`src/rtl/hex_stream_pkg.sv`:
```
// Shared definitions for the hex word streamer.
//   state_t      : frame sequencing states
//   ASCII_*      : fixed characters emitted around the hex digits
package hex_stream_pkg;

  typedef enum logic [2:0] {
    S_IDLE,
    S_PREFIX0,
    S_PREFIX1,
    S_DIGIT,
    S_CR,
    S_LF
  } state_t;

  localparam logic [7:0] ASCII_ZERO = 8'h30;
  localparam logic [7:0] ASCII_X    = 8'h78;
  localparam logic [7:0] ASCII_CR   = 8'h0D;
  localparam logic [7:0] ASCII_LF   = 8'h0A;
  localparam logic [7:0] ASCII_A    = 8'h41;

endpackage

```
`src/rtl/hex_word_streamer_to_ascii.sv`:
```
// Nibble to ASCII hex digit decoder (uppercase A-F).
//   nibble : 4-bit value
//   ascii  : 8-bit character '0'..'9', 'A'..'F'
module to_ascii
  import hex_stream_pkg::*;
(
  input  logic [3:0] nibble,
  output logic [7:0] ascii
);

  always_comb begin
    if (nibble < 4'd10) begin
      ascii = ASCII_ZERO + {4'h0, nibble};
    end else begin
      ascii = ASCII_A + {4'h0, nibble} - 8'd10;
    end
  end

endmodule

```
`src/rtl/hex_word_streamer.sv`:
```
// Prints one binary word as a stream of ASCII hex characters, MSB nibble
// first, with an optional "0x" prefix and optional CR/LF terminator.
//   clk, rst              : clock, synchronous active-high reset
//   word_valid/word_data  : word offered by upstream
//   word_ready            : high only while idle
//   tx_valid/tx_data      : character to downstream (tx_data=00 when invalid)
//   tx_ready              : downstream accepts the character this cycle
//   busy                  : frame in progress
module hex_word_streamer
  import hex_stream_pkg::*;
#(
  parameter int WORD_W      = 32,
  parameter int PREFIX_0X   = 0,
  parameter int APPEND_CRLF = 1
) (
  input  logic              clk,
  input  logic              rst,
  input  logic              word_valid,
  input  logic [WORD_W-1:0] word_data,
  output logic              word_ready,
  output logic              tx_valid,
  output logic [7:0]        tx_data,
  input  logic              tx_ready,
  output logic              busy
);

  localparam int DIGITS = WORD_W / 4;
  localparam int CNT_W  = (DIGITS > 1) ? $clog2(DIGITS) : 1;
  localparam logic [CNT_W-1:0] LAST_DIGIT = CNT_W'(DIGITS - 1);

  state_t            state;
  logic [WORD_W-1:0] shreg;
  logic [CNT_W-1:0]  digit_cnt;
  logic [7:0]        digit_ascii;
  logic              xfer;

  to_ascii u_to_ascii (
    .nibble (shreg[WORD_W-1 -: 4]),
    .ascii  (digit_ascii)
  );

  // Outputs depend only on registered state, so tx_ready/word_* never
  // reach tx_valid/tx_data combinationally and data holds during stalls.
  assign tx_valid   = (state != S_IDLE);
  assign word_ready = (state == S_IDLE);
  assign busy       = ~word_ready;
  assign xfer       = tx_valid & tx_ready;

  always_comb begin
    tx_data = 8'h00;
    case (state)
      S_PREFIX0: tx_data = ASCII_ZERO;
      S_PREFIX1: tx_data = ASCII_X;
      S_DIGIT:   tx_data = digit_ascii;
      S_CR:      tx_data = ASCII_CR;
      S_LF:      tx_data = ASCII_LF;
      default:   tx_data = 8'h00;
    endcase
  end

  always_ff @(posedge clk) begin
    if (rst) begin
      state     <= S_IDLE;
      shreg     <= '0;
      digit_cnt <= '0;
    end else begin
      case (state)
        S_IDLE: begin
          if (word_valid) begin
            shreg     <= word_data;
            digit_cnt <= LAST_DIGIT;
            state     <= (PREFIX_0X != 0) ? S_PREFIX0 : S_DIGIT;
          end
        end
        S_PREFIX0: if (xfer) state <= S_PREFIX1;
        S_PREFIX1: if (xfer) state <= S_DIGIT;
        S_DIGIT: begin
          if (xfer) begin
            shreg     <= shreg << 4;
            digit_cnt <= digit_cnt - CNT_W'(1);
            // Last digit leaves the frame body; returning to S_IDLE
            // guarantees at least one idle cycle between frames.
            if (digit_cnt == '0) begin
              state <= (APPEND_CRLF != 0) ? S_CR : S_IDLE;
            end
          end
        end
        S_CR:    if (xfer) state <= S_LF;
        S_LF:    if (xfer) state <= S_IDLE;
        default: state <= S_IDLE;
      endcase
    end
  end

endmodule

```
`config.mk`:
```
export PLATFORM = sky130hd
export DESIGN_NAME = hex_word_streamer
export DESIGN_NICKNAME = d
export VERILOG_FILES = /design/src/rtl/hex_stream_pkg.sv /design/src/rtl/hex_word_streamer_to_ascii.sv /design/src/rtl/hex_word_streamer.sv
export SDC_FILE = /design/constraint.sdc
export NUM_CORES = 1
export LEC_CHECK = 0
export CAP_MARGIN = 20
export CORE_MARGIN = 8
export CORE_UTILIZATION = 30
export CTS_CLUSTER_SIZE = 12
export DETAILED_ROUTE_END_ITERATION = 8
export HOLD_SLACK_MARGIN = 0.12
export PLACE_DENSITY = 0.62
export SLEW_MARGIN = 0
export SYNTH_ARGS = -nofsm -noshare
export SYNTH_HDL_FRONTEND = slang
export SYNTH_SLANG_ARGS = --single-unit
```
`constraint.sdc`:
```
create_clock -name clk -period 2.5 [get_ports clk]
set_clock_uncertainty 0.05 [all_clocks]
set_input_delay 0.25 -clock clk [delete_from_list [all_inputs] [get_ports clk]]
set_output_delay 0.25 -clock clk [all_outputs]
set_load 0.1 [all_outputs]
```
==> impl_metrics.json, run 1 <==
{
  "vias": 1892,
  "clock_path_buffers": 2,
  "total_power_mw": 2.12,
  "cts_resized": 0,
  "vdd_ir_drop_max_uv": 216,
  "arrival_ps": 1970,
  "rsz0062_at_grt": "false",
  "path_buf_inv": 2,
  "via_per_inst": 4.94,
  "numClockSinks": 38,
  "fin_nets": 322,
  "synthTopCellsByArea": "dfxtp_1, a311oi_2, nand2_1",
  "cap_viol_max_count": 0,
  "crit_slowest_cell": "dfxtp_1",
  "drtIter0Drc": 78,
  "finalSetupTns_ps": 0,
  "postCtsSetupRepairBufs": 0,
  "num_rows": 31,
  "numCtsBuffers": 5,
  "endpoint_kind": "primary output",
  "syn-cell-area_sq_um": 2150,
  "min_period_over_period": 0.908,
  "final_antenna_net_count": 0,
  "slew_viol_final": 0,
  "path_cells": "nand3b_1 -> buf_4 -> o22ai_2 -> buf_12",
  "yosysMostFrequentCell": "nand2_1",
  "synth-edff-count": 0,
  "grt_max_degree": 34,
  "tightest_slew_ps": 668,
  "dr_wl_met3_um": 415,
  "n_fill_cell": 732,
  "critPathRequiredTime_ps": 2200,
  "synth_ff_type": "dfxtp_1",
  "synthDistinctLibCells": 39,
  "max_slew_margin": 0.554,
  "antenna_cells": 0,
  "area_growth_syn_to_layout_pct": 30.0,
  "dieWidth_um": 101,
  "fmax_mhz": 440,
  "grt_remaining_overflow": 0,
  "finalSetupViolCount": 0,
  "critPathTopFamily": "flip-flops",
  "grtUsageTotal": 0.114,
  "critPathLaunchType": "register",
  "cts.htree.levels": 2,
  "dr.max_layer_used": "met4",
  "yosysWarnings": 0,
  "utilization": 0.395,
  "synth.ff_latch_count": 38,
  "async_reset_ff_frac": 0,
  "finalInstanceArea_sq_um": 2800,
  "ioPinCount": 47,
  "dieArea_sq_um": 10100,
  "p_per_area_nw_per_um2": 759,
  "pre_cts_slack_ps": 446,
  "post_dp_cell_area_sq_um": 2660,
  "synthTopCellsByCount": "nand2_1, dfxtp_1, nor3_1",
  "syn_inst": 250,
  "syn-num-nets": 289,
  "wirelength_mm": 5.44,
  "globalplace.congestion": 0.793,
  "p_leak_nw": 0.997,
  "path_clk_slew_ps": 70,
  "synth_top_area_frac": 0.353,
  "m1WireLength_mm": 2.57,
  "drive_gt1_frac": 0.208,
  "drc": 0,
  "period_minus_slack_ps": 2270,
  "critical-path-max-stage-delay_ps": 750,
  "critical_path_class": "reg -> out",
  "routedWlPerCell_um": 14.2,
  "status": "completed",
  "grt_pass1_wl_mm": 9.31,
  "hold_viol_final": 0,
  "synth-seq-area-share": 0.353,
  "initial_core_util": 0.303,
  "yosys.area.top_type": "dfxtp_1",
  "cts_tree": "built",
  "dp_hpwl_mm": 3.83,
  "antenna_found_initial": 0,
  "path_max_fanout": 18,
  "hold_class": "in -> reg",
  "cts_root_buf": "clkbuf_8",
  "fin_ws_ps": 229,
  "core_sq_um": 7100,
  "grt_pass1_vias": 1864,
  "port_buffers": 45,
  "wl_met2_mm": 2.40,
  "clock_latency_ps": 290,
  "die_y_um": 101,
  "syn_avg_cell_area_sq_um": 8.61,
  "cts_hold_buf": 0,
  "dr.pass1.iters": 4
}
==> layout make-up <==
type                       count  area [sq um]  share of cell area
clock inverter                 2          60.1              0.0214
inverter                       8          30.0              0.0107
timing repair buffer          52           536               0.191
clock buffer                   6          82.6              0.0295
multi-input combinational    178          1210               0.431
tap                           99           124              0.0442
sequential                    38           761               0.272
==> flip-flops by register name, indices dropped and copies added, names as in the netlist <==
name and flops:
digit_cnt 3, state 3, shreg 32
==> layer usage <==
metal	vias up	global-route usage
li1	958	-
met1	883	0.151
met2	46	0.161
met3	5	0.0483
met4	0	0.0314
met5	-	0
==> where the power goes <==
group          internal [mW]  total, mW  switching [mW]
Sequential             0.687      0.760          0.0726
Combinational          0.265      0.706           0.441
Clock                  0.426      0.658           0.232
==> cells in the final DEF, fill, tap and decap left out, types with 5 or more instances in the layout <==
cell type / count
clkbuf_8: 6
dfxtp_1: 38
clkdlybuf4s50_1: 34
o21a_1: 5
inv_1: 8
nor3_1: 31
buf_12: 5
a311oi_2: 25
buf_4: 12
a21oi_1: 9
nand2_1: 63
==> worst paths after layout <==
check	from	endpoint	slack (ps)	depth (start not counted)
min	rst	state[2]$_SDFFE_PP0P_	390	2
max	state[0]$_SDFFE_PP0P_	tx_data[1]	230	4
min reg2reg	digit_cnt[1]$_SDFFE_PP0P_	digit_cnt[1]$_SDFFE_PP0P_	420	1
max reg2reg	state[0]$_SDFFE_PP0P_	shreg[5]$_SDFFE_PP0P_	500	3
==> cells by family after synthesis <==
| kind of cell | count (synthesis) | share of synthesized area |
|---|---|---|
| multiplexers | 1 | 0.00523 |
| AO/OA/AOI/OAI | 55 | 0.263 |
| AND/OR/NAND/NOR | 117 | 0.261 |
| other | 1 | 0.00174 |
| buffers and inverters | 34 | 0.0941 |
| flip-flops | 38 | 0.353 |
| adder cells (fa/ha/maj) | 3 | 0.0174 |
| XOR/XNOR | 1 | 0.00407 |
==> metrics by stage <==
stage,hold slack (ps),cells
floorplan,340,250
global placement,398,375
detailed placement,403,375
CTS,388,383
global route,416,383
finish,389,383
(Power assumes the default switching activity.)
==> inputs of run 2 (changes only) <==
--- a/config.mk
+++ b/config.mk
@@ -5,7 +5,7 @@
 export SDC_FILE = /design/constraint.sdc
 export NUM_CORES = 1
 export LEC_CHECK = 0
-export CAP_MARGIN = 20
+export CAP_MARGIN = 10
 export CORE_MARGIN = 8
 export CORE_UTILIZATION = 30
 export CTS_CLUSTER_SIZE = 12
==> constraint.sdc (replaced) <==
create_clock -name clk -period 2.53 [get_ports clk]
set_clock_uncertainty 0.05 [all_clocks]
set_input_delay 0.253 -clock clk [delete_from_list [all_inputs] [get_ports clk]]
set_output_delay 0.253 -clock clk [all_outputs]
set_load 0.1 [all_outputs]
==> impl_metrics.json, run 2 (synthesis gave the netlist of run 1 again) <==
{
  "fin_nets": 322,
  "grt_pass1_wl_mm": 9.09,
  "power.share.sequential": 0.384,
  "port_buffers": 45,
  "cap_viol_max_count": 0,
  "critPathLaunch": "state[0]$_SDFFE_PP0P_",
  "critPathLaunchType": "register",
  "cts_hold_buf": 0,
  "grt_remaining_overflow": 0,
  "routedWlPerCell_um": 14.4,
  "initial_core_util": 0.303,
  "area_growth_syn_to_layout_pct": 27.9,
  "timing.rr.start": "state[0]$_SDFFE_PP0P_",
  "final_antenna_net_count": 0,
  "slew_viol_final": 0,
  "arrival_ps": 1960,
  "dp_cells": 375,
  "vias": 1895,
  "fin_ws_ps": 266,
  "power.internal_mw": 1.23,
  "critPathTopFamily": "flip-flops",
  "p_leak_nw": 0.980,
  "finalSetupViolCount": 0,
  "core_sq_um": 7100,
  "globalplace.congestion": 0.809,
  "critical-path-max-stage-delay_ps": 750,
  "rsz0062_at_grt": "false",
  "critPathRequiredTime_ps": 2230,
  "switchingPower_uw": 730,
  "path_clk_slew_ps": 80,
  "vdd_ir_drop_max_uv": 263,
  "r2r_setup_slack_ps": 500,
  "dr_wl_met3_um": 381,
  "largest_reg_flops": 32,
  "period_minus_slack_ps": 2260,
  "clock_latency_ps": 290,
  "antenna_found_initial": 0,
  "postCtsSetupRepairBufs": 0,
  "num_rows": 31,
  "min_path_cells": 1,
  "regMostFlops": "shreg",
  "fmax_mhz": 442,
  "dr.max_layer_used": "met4",
  "antenna_cells": 0,
  "clockPowerShare": 0.262,
  "hold_end": "digit_cnt[1]$_SDFFE_PP0P_",
  "dp_hpwl_mm": 3.80,
  "p_sw_frac": 0.373,
  "path_buf_inv": 2,
  "numClockSinks": 38,
  "cts_tree": "built",
  "layout_commonest_cell": "nand2_1",
  "status": "completed",
  "path_cells": "nand3b_1 -> buf_4 -> o22ai_2 -> buf_12",
  "die_y_um": 101,
  "ioPinCount": 47,
  "power_frac_comb": 0.354,
  "r2r-end": "shreg[6]$_SDFFE_PP0P_",
  "drc": 0,
  "min_period_over_period": 0.895,
  "hold_ws_ps": 424,
  "cts_root_buf": "clkbuf_8",
  "reg2reg_depth": 3,
  "p_per_area_nw_per_um2": 710,
  "drive_gt1_frac": 0.208,
  "cts.htree.levels": 2,
  "pre_cts_slack_ps": 491,
  "clock_path_buffers": 2,
  "instances_no_fill": 383,
  "hold_viol_final": 0,
  "dr.pass1.iters": 4,
  "dieWidth_um": 101,
  "min_from": "digit_cnt[1]$_SDFFE_PP0P_",
  "max_slew_margin": 0.562,
  "n_fill_cell": 701,
  "cts_resized": 0,
  "critical_path_class": "reg -> out",
  "crit_slowest_cell": "dfxtp_1",
  "wirelength_mm": 5.50,
  "m1WireLength_mm": 2.69,
  "wl_met2_mm": 2.39,
  "endpoint_kind": "primary output",
  "path_max_fanout": 18,
  "drtIter0Drc": 98,
  "top_regs": "shreg x32, digit_cnt x3, state x3",
  "numCtsBuffers": 5,
  "tightest_slew_ps": 657,
  "final_cell_mix": "nand2_1, dfxtp_1, clkdlybuf4s50_1",
  "grtUsageTotal": 0.109,
  "grt_max_degree": 39,
  "via_per_inst": 4.95,
  "dieArea_sq_um": 10100,
  "hold_class": "reg -> reg",
  "grt_pass1_vias": 1981
}
run 2: cell count changes in the layout (fill, tap and decap cells not counted):
cell	previous run	this run
clkbuf_8	6	5
bufinv_16	2	1
buf_4	12	13
clkinv_2	0	2
buf_12	5	4
run 2: how the worst max path moves through the flow:
stage                             to  slack, ps  depth (start not counted)
4_1_cts                   tx_data[1]        250                          4
3_3_place_gp   shreg[6]$_SDFFE_PP0P_        510                          5
2_1_floorplan               tx_valid       -350                          5
5_1_grt                   tx_data[1]        120                          4
6_report                  tx_data[1]        270                          4
3_5_place_dp   shreg[5]$_SDFFE_PP0P_        490                          5
run 2: final cells by class:
type | count | area [sq um] | area share
clock buffers | 5 | 68.8 | 0.0250
well taps | 99 | 124 | 0.0450
flip-flops and latches | 38 | 761 | 0.276
repair buffers | 52 | 523 | 0.190
multi-input cells | 178 | 1210 | 0.438
inverters | 8 | 30.0 | 0.0109
clock inverters | 3 | 40.0 | 0.0145
run 2: metrics by stage:
stage | utilization | instance area (sq um) | TNS, ps | power, mW
5_1_grt | 0.388 | 2750 | 0 | 2.06
2_1_floorplan | - | 2170 | -979 | 1.31
3_3_place_gp | 0.373 | 2650 | 0 | 1.44
3_5_place_dp | 0.373 | 2650 | 0 | 1.46
6_report | 0.388 | 2750 | 0 | 1.96
4_1_cts | 0.388 | 2750 | 0 | 1.97
run 2: power by group through the flow:
stage | Sequential [mW] | Clock, mW | Combinational [mW]
2_1_floorplan | 0.731 | 0 | 0.580
3_3_place_gp | 0.761 | 0 | 0.683
3_5_place_dp | 0.765 | 0 | 0.694
4_1_cts | 0.751 | 0.522 | 0.696
5_1_grt | 0.764 | 0.542 | 0.749
6_report | 0.752 | 0.513 | 0.692
run 2: per-layer routing:
metal / vias to the layer above / track usage
met1: 882 / 0.139
li1: 961 / -
met2: 48 / 0.168
met4: 0 / 0.0337
met5: - / 0
met3: 4 / 0.0359
run 2: worst register-to-register path, delay by kind of cell, from the launching register on:
family,cells,cell delay (ps)
flip-flops,1,750
AO/OA/AOI/OAI,1,280
AND/OR/NAND/NOR,2,870
==> inputs of run 3 (changes only) <==
--- a/config.mk
+++ b/config.mk
@@ -7,11 +7,12 @@
 export LEC_CHECK = 0
 export CAP_MARGIN = 10
 export CORE_MARGIN = 8
-export CORE_UTILIZATION = 30
+export CORE_UTILIZATION = 50
 export CTS_CLUSTER_SIZE = 12
 export DETAILED_ROUTE_END_ITERATION = 8
+export GPL_ROUTABILITY_DRIVEN = 0
 export HOLD_SLACK_MARGIN = 0.12
-export PLACE_DENSITY = 0.62
+export PLACE_DENSITY = 0.89
 export SLEW_MARGIN = 0
 export SYNTH_ARGS = -nofsm -noshare
 export SYNTH_HDL_FRONTEND = slang
==> impl_metrics.json, run 3 (synthesis gave the netlist of run 1 again) <==
{
  "status": "completed",
  "rsz0062_at_grt": "false",
  "vias": 1939,
  "finalSetupTns_ps": 0,
  "endpoint_kind": "primary output",
  "critPathTopFamily": "flip-flops",
  "largest_reg_flops": 32,
  "slew_viol_final": 0,
  "antenna_found_initial": 0,
  "grt_pass1_vias": 1962,
  "finalInstanceArea_sq_um": 2680,
  "hold_viol_final": 0,
  "p_leak_nw": 0.969,
  "path_clk_slew_ps": 80,
  "numCtsBuffers": 5,
  "finalSetupViolCount": 0,
  "path_max_fanout": 18,
  "grt_remaining_overflow": 0,
  "drive_gt1_frac": 0.208,
  "hold_ws_ps": 430,
  "crit_slowest_cell": "dfxtp_1",
  "critical-path-max-stage-delay_ps": 750,
  "path_buf_inv": 2,
  "top_regs": "shreg x32, digit_cnt x3, state x3",
  "wirelength_mm": 5.02,
  "clock_latency_ps": 290,
  "hold_class": "reg -> reg",
  "utilization": 0.629,
  "grt_max_degree": 35,
  "cts_hold_buf": 0,
  "antenna_cells": 0,
  "vdd_ir_drop_max_uv": 403,
  "area_growth_syn_to_layout_pct": 24.5,
  "critical_path_class": "reg -> out",
  "total_power_mw": 1.87,
  "numClockSinks": 38,
  "routedWlPerCell_um": 14.9,
  "p_per_area_nw_per_um2": 699,
  "dieArea_sq_um": 6660,
  "dieWidth_um": 81.6,
  "drtIter0Drc": 162,
  "drc": 0,
  "port_buffers": 45,
  "critPathLaunchType": "register",
  "dr.pass1.iters": 4,
  "via_per_inst": 5.77,
  "min_period_over_period": 0.877,
  "ioPinCount": 47,
  "critPathRequiredTime_ps": 2230,
  "cap_viol_max_count": 0,
  "path_cells": "nand3b_1 -> buf_4 -> o22ai_1 -> buf_12",
  "cts.htree.levels": 2,
  "postCtsSetupRepairBufs": 0,
  "die_y_um": 81.6,
  "period_minus_slack_ps": 2220,
  "initial_core_util": 0.505,
  "grt_pass1_wl_mm": 8.70,
  "final_antenna_net_count": 0,
  "arrival_ps": 1910,
  "grtUsageTotal": 0.161,
  "fmax_mhz": 451,
  "fin_nets": 322,
  "post_dp_cell_area_sq_um": 2590,
  "dp_hpwl_mm": 3.58,
  "layout_commonest_cell": "nand2_1",
  "max_slew_margin": 0.453,
  "cts_tree": "built",
  "core_sq_um": 4260,
  "regMostFlops": "shreg",
  "cts_resized": 0,
  "tightest_slew_ps": 821,
  "num_rows": 24,
  "clock_path_buffers": 2,
  "cts_root_buf": "clkbuf_8",
  "final_cell_mix": "nand2_1, dfxtp_1, clkdlybuf4s50_1"
}
[run 3: power by group]
| part | internal (mW) | switching [mW] |
|---|---|---|
| logic | 0.256 | 0.431 |
| registers | 0.680 | 0.0724 |
| clock network | 0.219 | 0.215 |
[run 3: through the flow]
step,worst slack [ps],cells
after CTS,329,336
after floorplan,-355,250
final,312,336
after global placement,481,328
after detailed placement,449,328
after global routing,209,336
[run 3: worst reg2reg max path, delay by kind of cell, from the launching register on]
kind	cells	cell delay [ps]
AO/OA/AOI/OAI	1	260
AND/OR/NAND/NOR	2	660
buffers and inverters	1	200
flip-flops	1	750
[run 3: final cells by class]
cell class / instances / area (sq um)
Sequential cell: 38 / 761
Timing Repair Buffer: 52 / 523
Tap cell: 52 / 65.1
Clock buffer: 6 / 82.6
Inverter: 8 / 30.0
Clock inverter: 2 / 12.5
Multi-Input combinational cell: 178 / 1210
Fill cell: 367 / 1580
[run 3: worst paths after layout]
| path | startpoint | endpoint | slack, ps | cells after the start |
|---|---|---|---|---|
| max | state[0]$_SDFFE_PP0P_ | tx_data[0] | 310 | 4 |
| min reg2reg | digit_cnt[2]$_SDFFE_PP0P_ | digit_cnt[2]$_SDFFE_PP0P_ | 430 | 1 |
| max reg2reg | state[0]$_SDFFE_PP0P_ | shreg[30]$_SDFFE_PP0P_ | 530 | 4 |
| min | digit_cnt[2]$_SDFFE_PP0P_ | digit_cnt[2]$_SDFFE_PP0P_ | 430 | 1 |
[run 3: layer usage]
metal | up-vias | global-route usage | share of wire
li1 | 961 | - | -
met1 | 908 | 0.191 | 0.44
met4 | 0 | 0.0579 | 0.017
met5 | - | 0 | 0
met3 | 7 | 0.0492 | 0.076
met2 | 63 | 0.267 | 0.47
